`src/rtl/neuron_mac_unit_if.sv`:
```
// Read-side bus between the MAC unit and its input-vector / weight SRAMs.
// The MAC unit is the master: it issues strobes and addresses and consumes read data.
interface neuron_mac_unit_if #(
    parameter int num_bit    = 8,
    parameter int addr_width = 4
);
    logic                  x_read_enable;
    logic [addr_width-1:0] x_address;
    logic [num_bit-1:0]    x_read_data;
    logic                  w_read_enable;
    logic [addr_width-1:0] w_address;
    logic [num_bit-1:0]    w_read_data;

    modport master (
        output x_read_enable, x_address, w_read_enable, w_address,
        input  x_read_data, w_read_data
    );

    modport slave (
        input  x_read_enable, x_address, w_read_enable, w_address,
        output x_read_data, w_read_data
    );
endinterface

```
`src/rtl/neuron_mac_unit.sv`:
```
// Single-neuron MAC: y = ReLU(sum(x[i]*w[i]) + bias), saturated to num_bit signed.
// One operand pair is fetched and accumulated every two cycles.
module neuron_mac_unit #(
    parameter int num_bit    = 8,
    parameter int num_inputs = 4,
    parameter int addr_width = 4
) (
    input  logic                      clk,
    input  logic                      rst,
    input  logic                      start,
    input  logic signed [num_bit-1:0] bias,
    neuron_mac_unit_if.master         mem,
    output logic                      busy,
    output logic signed [num_bit-1:0] result,
    output logic                      result_valid
);
    // Wide enough that num_inputs worst-case products plus bias never wrap.
    localparam int acc_w = 2*num_bit + $clog2(num_inputs) + 1;
    localparam logic signed [acc_w-1:0]   sat_max  = acc_w'(2**(num_bit-1) - 1);
    localparam logic [addr_width-1:0]     last_idx = addr_width'(num_inputs - 1);

    typedef enum logic [2:0] {IDLE, FETCH, MAC, BIAS, ACT, DONE} state_t;

    state_t                      state, state_next;
    logic [addr_width-1:0]       idx;
    logic signed [acc_w-1:0]     acc;
    logic signed [num_bit-1:0]   bias_q;
    logic signed [2*num_bit-1:0] product;

    assign product = $signed(mem.x_read_data) * $signed(mem.w_read_data);

    // idx only moves on the edge that enters FETCH, so it doubles as the held address.
    assign mem.x_address = idx;
    assign mem.w_address = idx;

    // NOTE: sequential state uses non-blocking (<=) so every register samples pre-edge values.
    always_ff @(posedge clk or posedge rst) begin
        if (rst) state <= IDLE;
        else     state <= state_next;
    end

    // NOTE: default assignment first keeps this combinational block free of inferred latches.
    always_comb begin
        state_next = state;
        unique case (state)
            IDLE:    if (start) state_next = FETCH;
            FETCH:   state_next = MAC;
            MAC:     state_next = (idx == last_idx) ? BIAS : FETCH;
            BIAS:    state_next = ACT;
            ACT:     state_next = DONE;
            DONE:    state_next = IDLE;
            default: state_next = IDLE;
        endcase
    end

    always_comb begin
        mem.x_read_enable = (state == FETCH);
        mem.w_read_enable = (state == FETCH);
        busy              = (state != IDLE);
        result_valid      = (state == DONE);
    end

    always_ff @(posedge clk or posedge rst) begin
        if (rst) begin
            idx    <= '0;
            acc    <= '0;
            bias_q <= '0;
            result <= '0;
        end else begin
            unique case (state)
                IDLE: begin
                    if (start) begin
                        acc    <= '0;
                        idx    <= '0;
                        bias_q <= bias;
                    end
                end
                MAC: begin
                    acc <= acc + acc_w'(product);
                    if (idx != last_idx) idx <= idx + 1'b1;
                end
                BIAS: acc <= acc + acc_w'(bias_q);
                ACT: begin
                    if (acc < 0)            result <= '0;
                    else if (acc > sat_max) result <= num_bit'(sat_max);
                    else                    result <= acc[num_bit-1:0];
                end
                default: ;
            endcase
        end
    end
endmodule

```
`src/flat_wrapper.sv`:
```
// flat-port wrapper written by rule: the top's interface ports become plain ports
module neuron_mac_unit_flat 
#(
    parameter int num_bit    = 8,
    parameter int num_inputs = 4,
    parameter int addr_width = 4
)
  (clk, rst, start, bias, busy, result, result_valid, mem_x_read_enable, mem_x_address, mem_w_read_enable, mem_w_address, mem_x_read_data, mem_w_read_data);
  neuron_mac_unit_if #(.num_bit(num_bit), .addr_width(addr_width)) mem_i ();
  input  logic clk;
  input  logic rst;
  input  logic start;
  input  logic signed [num_bit-1:0] bias;
  output logic busy;
  output logic signed [num_bit-1:0] result;
  output logic result_valid;
  output wire logic [$bits(mem_i.x_read_enable)-1:0] mem_x_read_enable;
  output wire logic [$bits(mem_i.x_address)-1:0] mem_x_address;
  output wire logic [$bits(mem_i.w_read_enable)-1:0] mem_w_read_enable;
  output wire logic [$bits(mem_i.w_address)-1:0] mem_w_address;
  input wire logic [$bits(mem_i.x_read_data)-1:0] mem_x_read_data;
  input wire logic [$bits(mem_i.w_read_data)-1:0] mem_w_read_data;
  assign mem_x_read_enable = mem_i.x_read_enable;
  assign mem_x_address = mem_i.x_address;
  assign mem_w_read_enable = mem_i.w_read_enable;
  assign mem_w_address = mem_i.w_address;
  assign mem_i.x_read_data = mem_x_read_data;
  assign mem_i.w_read_data = mem_w_read_data;
  neuron_mac_unit #(.num_bit(num_bit), .num_inputs(num_inputs), .addr_width(addr_width)) u_core (.clk(clk), .rst(rst), .start(start), .bias(bias), .mem(mem_i), .busy(busy), .result(result), .result_valid(result_valid));
endmodule
```
`config.mk`:
```
export PLATFORM = sky130hd
export DESIGN_NAME = neuron_mac_unit_flat
export DESIGN_NICKNAME = d
export VERILOG_FILES = /design/src/rtl/neuron_mac_unit_if.sv /design/src/rtl/neuron_mac_unit.sv /design/src/flat_wrapper.sv
export SDC_FILE = /design/constraint.sdc
export NUM_CORES = 1
export LEC_CHECK = 0
export BUFFER_PORTS_ARGS = -buffer_cell sky130_fd_sc_hd__buf_2
export CORE_MARGIN = 2
export CORE_UTILIZATION = 39
export CTS_CLUSTER_DIAMETER = 30
export DETAILED_ROUTE_END_ITERATION = 6
export PLACE_DENSITY = 0.64
export SYNTH_ARGS = -nofsm -noshare
export SYNTH_HDL_FRONTEND = slang
export SYNTH_SLANG_ARGS = --single-unit
```
`constraint.sdc`:
```
create_clock -name clk -period 9.1 [get_ports clk]
set_input_delay 1.365 -clock clk [delete_from_list [all_inputs] [get_ports clk]]
set_output_delay 1.365 -clock clk [all_outputs]
set_load 0.05 [all_outputs]
```
==> results.md, run 1 <==
* Worst-path clk slew at 0.06 ns
* Skew final at 0.00744 ns
* Layout area overhead at 8.87%
* R2r endpoint: u_core.acc[17]
* TritonRoute pass-1 iters at 5
* Core ar. at 15,100 sq um
* Post-DP HPWL at 10,500 um
* Final period demand of the worst path at 6.41 ns
* Num ports at 47
* Synth top area cells: fa_1 (28%), dfrtp_1 (17%), ha_1 (13%)
* RSZ-0062 raised after global routing: false
* Post-synthesis sequential area ratio at 0.174
* CTS root buf: clkbuf_16
* Syn Std Cell Area at 6030 sq um
* GP Congestion at 0.824
* GRT Residual Overflow at 0
* Gr usage total at 0.164
* Initial antenna violation count at 0
* Antenna diodes at 0
* Clk_lat worst skew at 0.28 ns
* Port bufs at 46
* Cts hold-fix bufs at 0
* Slew Limit Fails at 0
* Vias in the first global route at 4,818
* Crit share post-route at 0.704
* Vias at 4,423
* Syn Area/Cell at 9.55 sq um
* Max-Slew Margin vs Limit at 0.401
* CTS tree: done
* R2r setup slk at 4.14 ns
* Total setup buffers inserted after CTS at 0
* CP Data Arrival Time at 6.58 ns
* Min-Delay Endpoint: u_core.result[0]
* Clock sink count at 42
* Yosys top cell area share at 0.282
* TritonCTS Buffers at 5
* Commonest cells in the synthesized netlist: inv_1 (104), fa_1 (85), ha_1 (63)
* Initial Util at 0.398
* Critical-path maximum fanout at 12
* Initial DRC Count at 248
* Die X-Extent at 128 um
* Global-route wire length before repair at 22,500 um
* Chip height at 128 um
* Final Hold Viols at 0
* Bufs on Longest Clock Path at 2
* Layout cells sized above 1 at 0.109
* Final TNS setup at 0 ns
* Max-cap violations at 0
* Routed WL per cell at 14.5 um
* R2R depth at 18
* F_max at 156 MHz
* Cell accounting for the most synthesized area: fa_1
* Ys async rst share at 1.00
* Net Count, Synth at 806
* Site Rows at 45
* Number of synthesized flops with an enable pin at 0
* Final net count at 845
* Synth Register Bits at 42
* Post-route DRC at 0
* Die area at 16,500 sq um
* Worst Max-Slew Pin Slew at 0.895 ns
* Worst Hold Launch: u_core.result[0]
* Status: finished clean
* CP startpoint kind: input port
* WS Path Type: input port to flip-flop
* Top-count cell post-synth: inv_1
* Routed vias/inst at 5.15
* Setup violators final at 0
* Final WL at 12,500 um
* Yosys Warn Count at 0
* Unique masters post-synth at 55
* Hold Crit Class: flip-flop to flip-flop
* Worst Hold Depth at 2
* Maximum number of pins on one net before global-route repair at 43
* CTS H-Tree Depth at 2
* Cts repair resizes at 0
* Critical path launch point: mem_w_read_data[0]
* Critical Path Sink Type: flip-flop
* Synth Instances at 631
* Antenna-violating nets left at 0
* Primary FF master, synth: dfrtp_1
* Critical Path RT at 9.28 ns
* R2R Path Start: u_core.acc[6]
==> cells in the final DEF (no fill, tap or decap), types with 3 or more instances in the layout <==
| cell | count |
|---|---|
| fa_1 | 85 |
| a21o_1 | 5 |
| buf_2 | 46 |
| nor3_1 | 8 |
| clkbuf_16 | 5 |
| nand3_1 | 10 |
| a21oi_1 | 22 |
| o21bai_1 | 3 |
| xor2_1 | 13 |
| a211oi_1 | 5 |
| nand2b_1 | 6 |
| mux2_2 | 8 |
| a211o_1 | 3 |
| o211ai_1 | 3 |
| o31a_1 | 3 |
| inv_1 | 104 |
| nand4_1 | 3 |
| o21a_1 | 3 |
| nor2b_1 | 6 |
| ha_1 | 63 |
| a22oi_1 | 10 |
| o21ai_1 | 5 |
| o31ai_1 | 8 |
| dfrtp_1 | 42 |
| nor2_1 | 33 |
| and3_1 | 4 |
| and2_1 | 34 |
| o21ai_0 | 22 |
| xnor2_1 | 22 |
| nand2_1 | 51 |
==> cell families after synthesis <==
group	Yosys count	share of synthesized area
xor gates and xnor gates	35	0.0509
and+or+nand+nor	166	0.136
buffers and inverters	120	0.0828
adders and majority gates	148	0.413
AOI/OAI and AO/OA	112	0.128
muxes	8	0.0150
DFF	42	0.174
==> routing by layer <==
metal,vias up,track usage,part of all wire
li1,2145,-,-
met1,2214,0.220,0.45
met2,56,0.293,0.52
met3,8,0.0171,0.022
met4,0,0.0259,0.0079
met5,-,0,0
==> layout make-up <==
class | count | area, sq um
clock inverter | 2 | 37.5
timing repair buffer | 47 | 238
sequential | 42 | 1050
inverter | 105 | 394
fill | 1472 | 8590
tap | 188 | 235
clock buffer | 6 | 129
multi-input combinational | 469 | 4480
==> worst max-delay path by stage <==
| stage | cells after the start | slack, ns | end |
|---|---|---|---|
| 2_1_floorplan | 17 | 3.05 | u_core.acc[17] |
| 3_3_place_gp | 18 | 2.48 | u_core.acc[17] |
| 3_5_place_dp | 18 | 2.38 | u_core.acc[17] |
| 4_1_cts | 18 | 2.66 | u_core.acc[17] |
| 5_1_grt | 18 | 2.29 | u_core.acc[17] |
| 6_report | 18 | 2.69 | u_core.acc[17] |
==> sequential cells by signal (all words and copies together) (netlist names) <==
register / count
u_core.result: 8
u_core.acc: 19
u_core.mem.w_address: 4
u_core.bias_q: 8
u_core.state: 3
==> through the flow <==
step / hold slack, ns / cells / worst slack (ns) / utilization / instance area (sq um)
2_1_floorplan: 0.478 / 631 / 3.05 / - / 6030
3_3_place_gp: 0.459 / 851 / 2.48 / 0.422 / 6390
3_5_place_dp: 0.470 / 851 / 2.38 / 0.422 / 6390
4_1_cts: 0.485 / 859 / 2.66 / 0.433 / 6560
5_1_grt: 0.511 / 859 / 2.29 / 0.433 / 6560
6_report: 0.477 / 859 / 2.69 / 0.433 / 6560
==> worst max-delay path, stage by stage <==
cell and delay, ns:
buf_2 0.18, and2_1 0.64, inv_1 0.12, fa_1 0.51, inv_1 0.05, fa_1 0.51, fa_1 0.44, fa_1 0.58
fa_1 0.43, ha_1 0.35, o21ai_1 0.12, o211ai_1 0.24, a41oi_1 0.20, a211o_1 0.33, o21ai_1 0.17, xor2_1 0.15
nand2_1 0.07, o211ai_1 0.12
Power of run 1 is not shown: default switching activity piles up to over one toggle a cycle in this logic, so the estimate is an artifact.
==> inputs of run 2 (changes only) <==
Settings changed: PLACE_DENSITY 0.64 to 0.66.
Clock period 9.1 ns to 5.7 ns, I/O delays scaled along.
==> run 2 against run 1 <==
Die area did not move. Clock-buffer cell count rose by 1. Sequential share of layout area about the same. Via count shrank 0.47%. Hold slack gained 0.0017 ns. Wire length fell by 3.4%. Clock skew is 0.00055 ns higher. Cell count up 0.47%. Global-route usage is 0.53 points lower. Critical path depth decreased by 1. Non-clock buffer count is 4 higher.
==> results.md, run 2 (synthesized netlist as in run 1, its figures left out) <==
* GRT Residual Overflow at 0
* CP startpoint kind: input port
* FILL cells at 1,506
* Final WL at 12,000 um
* Met2 Usage GRT at 0.277
* F_max at 186 MHz
* Final TNS setup at 0 ns
* Maximum number of pins on one net before global-route repair at 43
* Final Hold Viols at 0
* Final period demand of the worst path at 5.36 ns
* Max-cap violations at 0
* Vias in the first global route at 4,537
* CP Data Arrival Time at 5.55 ns
* GP Congestion at 0.798
* Critical Path RT at 5.88 ns
* CTS root buf: clkbuf_16
* Chip height at 128 um
* Global routing met1 resource utilization at 0.218
* Post-DP HPWL at 10,100 um
* TritonCTS Buffers at 5
* Worst Hold Launch: u_core.result[7]
* Gr usage total at 0.159
* Crit-path cells: buf_2 -> nand2b_1 -> fa_1 -> fa_1 -> inv_1 -> fa_1 -> fa_1 -> fa_1 -> ha_1 -> o21ai_1 -> o211ai_1 -> a41oi_1 -> a211o_1 -> o21ai_1 -> xor2_1 -> nand2_1 -> o211ai_1
* Site Rows at 45
* Final net count at 849
* Port bufs at 46
* Max-Slew Margin vs Limit at 0.398
* Worst Max-Slew Pin Slew at 0.900 ns
* GR Layer Usage met3 at 0.0138
* Antenna diodes at 0
* Critical-path maximum fanout at 8
* CP most frequent cell: fa_1
* Worst-path clk slew at 0.06 ns
* Leading cell type in the layout, fill and taps excluded: inv_1
* Layout cells sized above 1 at 0.114
* Layout area overhead at 9.12%
* Antenna-violating nets left at 0
* Worst Hold Depth at 1
* Top reg by flops: u_core.acc
* Grt peak-use layer: met2
* Die area at 16,500 sq um
* Bufs on Longest Clock Path at 2
* Total setup buffers inserted after CTS at 0
* Critical Path Sink Type: flip-flop
* RSZ-0062 raised after global routing: false
* Skew final at 0.00798 ns
* Initial antenna violation count at 0
* Initial DRC Count at 169
* Hold Crit Class: flip-flop to flip-flop
* Clk_lat worst skew at 0.28 ns
* Routed WL per cell at 14.0 um
* Cts hold-fix bufs at 0
* CTS tree: done
* CTS H-Tree Depth at 2
* Die X-Extent at 128 um
* R2r endpoint: u_core.acc[17]
* R2r setup slk at 0.79 ns
* CP top delay family: adder cells
* Routed vias/inst at 5.10
* Vias at 4,402
* Setup violators final at 0
* CP max stage delay at 0.58 ns
* R2R depth at 18
* Cts repair resizes at 0
* Core ar. at 15,100 sq um
* Min-Delay Endpoint: u_core.result[7]
* Status: finished clean
* Clock sink count at 42
* Worst path bufs/invs at 2
* WS Path Type: input port to flip-flop
* R2R Path Start: u_core.acc[6]
* Global-route wire length before repair at 21,500 um
* Commonest cells after routing, fill and taps aside: inv_1 (104), fa_1 (85), ha_1 (63), nand2_1 (51), buf_2 (46)
* Slew Limit Fails at 0
* TritonRoute pass-1 iters at 4
* Regs by FF count: u_core.acc x19, u_core.bias_q x8, u_core.result x8
* Largest register FFs at 19
* Post-route DRC at 0
* Crit share post-route at 0.941
* Num ports at 47
* Initial Util at 0.398
* Slowest-stage cell, CP: fa_1
run 2: cell types whose count changed in the layout (fill, tap and decap cells not counted), sizes merged:
cell,before,now
bufinv,1,0
buf,47,51
clkinvlp,1,0
inv,104,105
clkbuf,6,7
run 2: worst max-delay path by stage:
stage                        from        endpoint  slack [ns]  cells after the start
2_1_floorplan  mem_w_read_data[0]  u_core.acc[17]        0.16                     17
3_3_place_gp   mem_x_read_data[0]  u_core.acc[17]        0.11                     17
3_5_place_dp   mem_x_read_data[0]  u_core.acc[17]        0.05                     17
4_1_cts        mem_x_read_data[0]  u_core.acc[17]        0.31                     17
5_1_grt        mem_x_read_data[0]  u_core.acc[17]        0.07                     17
6_report       mem_x_read_data[0]  u_core.acc[17]        0.34                     17
run 2: routing by layer:
metal  part of all wire  up-vias
met4              0.011        0
li1                   -     2156
met5                  0        -
met3              0.018       14
met2               0.49       43
met1               0.48     2189
run 2: cell type report:
class,instances,area (sq um),area share
Timing Repair Buffer,51,268,0.0407
Tap cell,188,235,0.0358
Inverter,105,394,0.0599
Clock inverter,1,8.76,0.00133
Sequential cell,42,1050,0.160
Multi-Input combinational cell,469,4480,0.681
Clock buffer,7,143,0.0217
run 2: per-stage QoR:
step / area (sq um) / std cells / util / setup slack (ns) / hold slack (ns)
after floorplan: 6030 / 631 / - / 0.156 / 0.478
after global placement: 6420 / 855 / 0.424 / 0.112 / 0.464
after detailed placement: 6420 / 855 / 0.424 / 0.0534 / 0.466
after CTS: 6580 / 863 / 0.434 / 0.311 / 0.485
after global routing: 6580 / 863 / 0.434 / 0.0665 / 0.501
final: 6580 / 863 / 0.434 / 0.335 / 0.479
Power of run 2 is left out for the same reason.
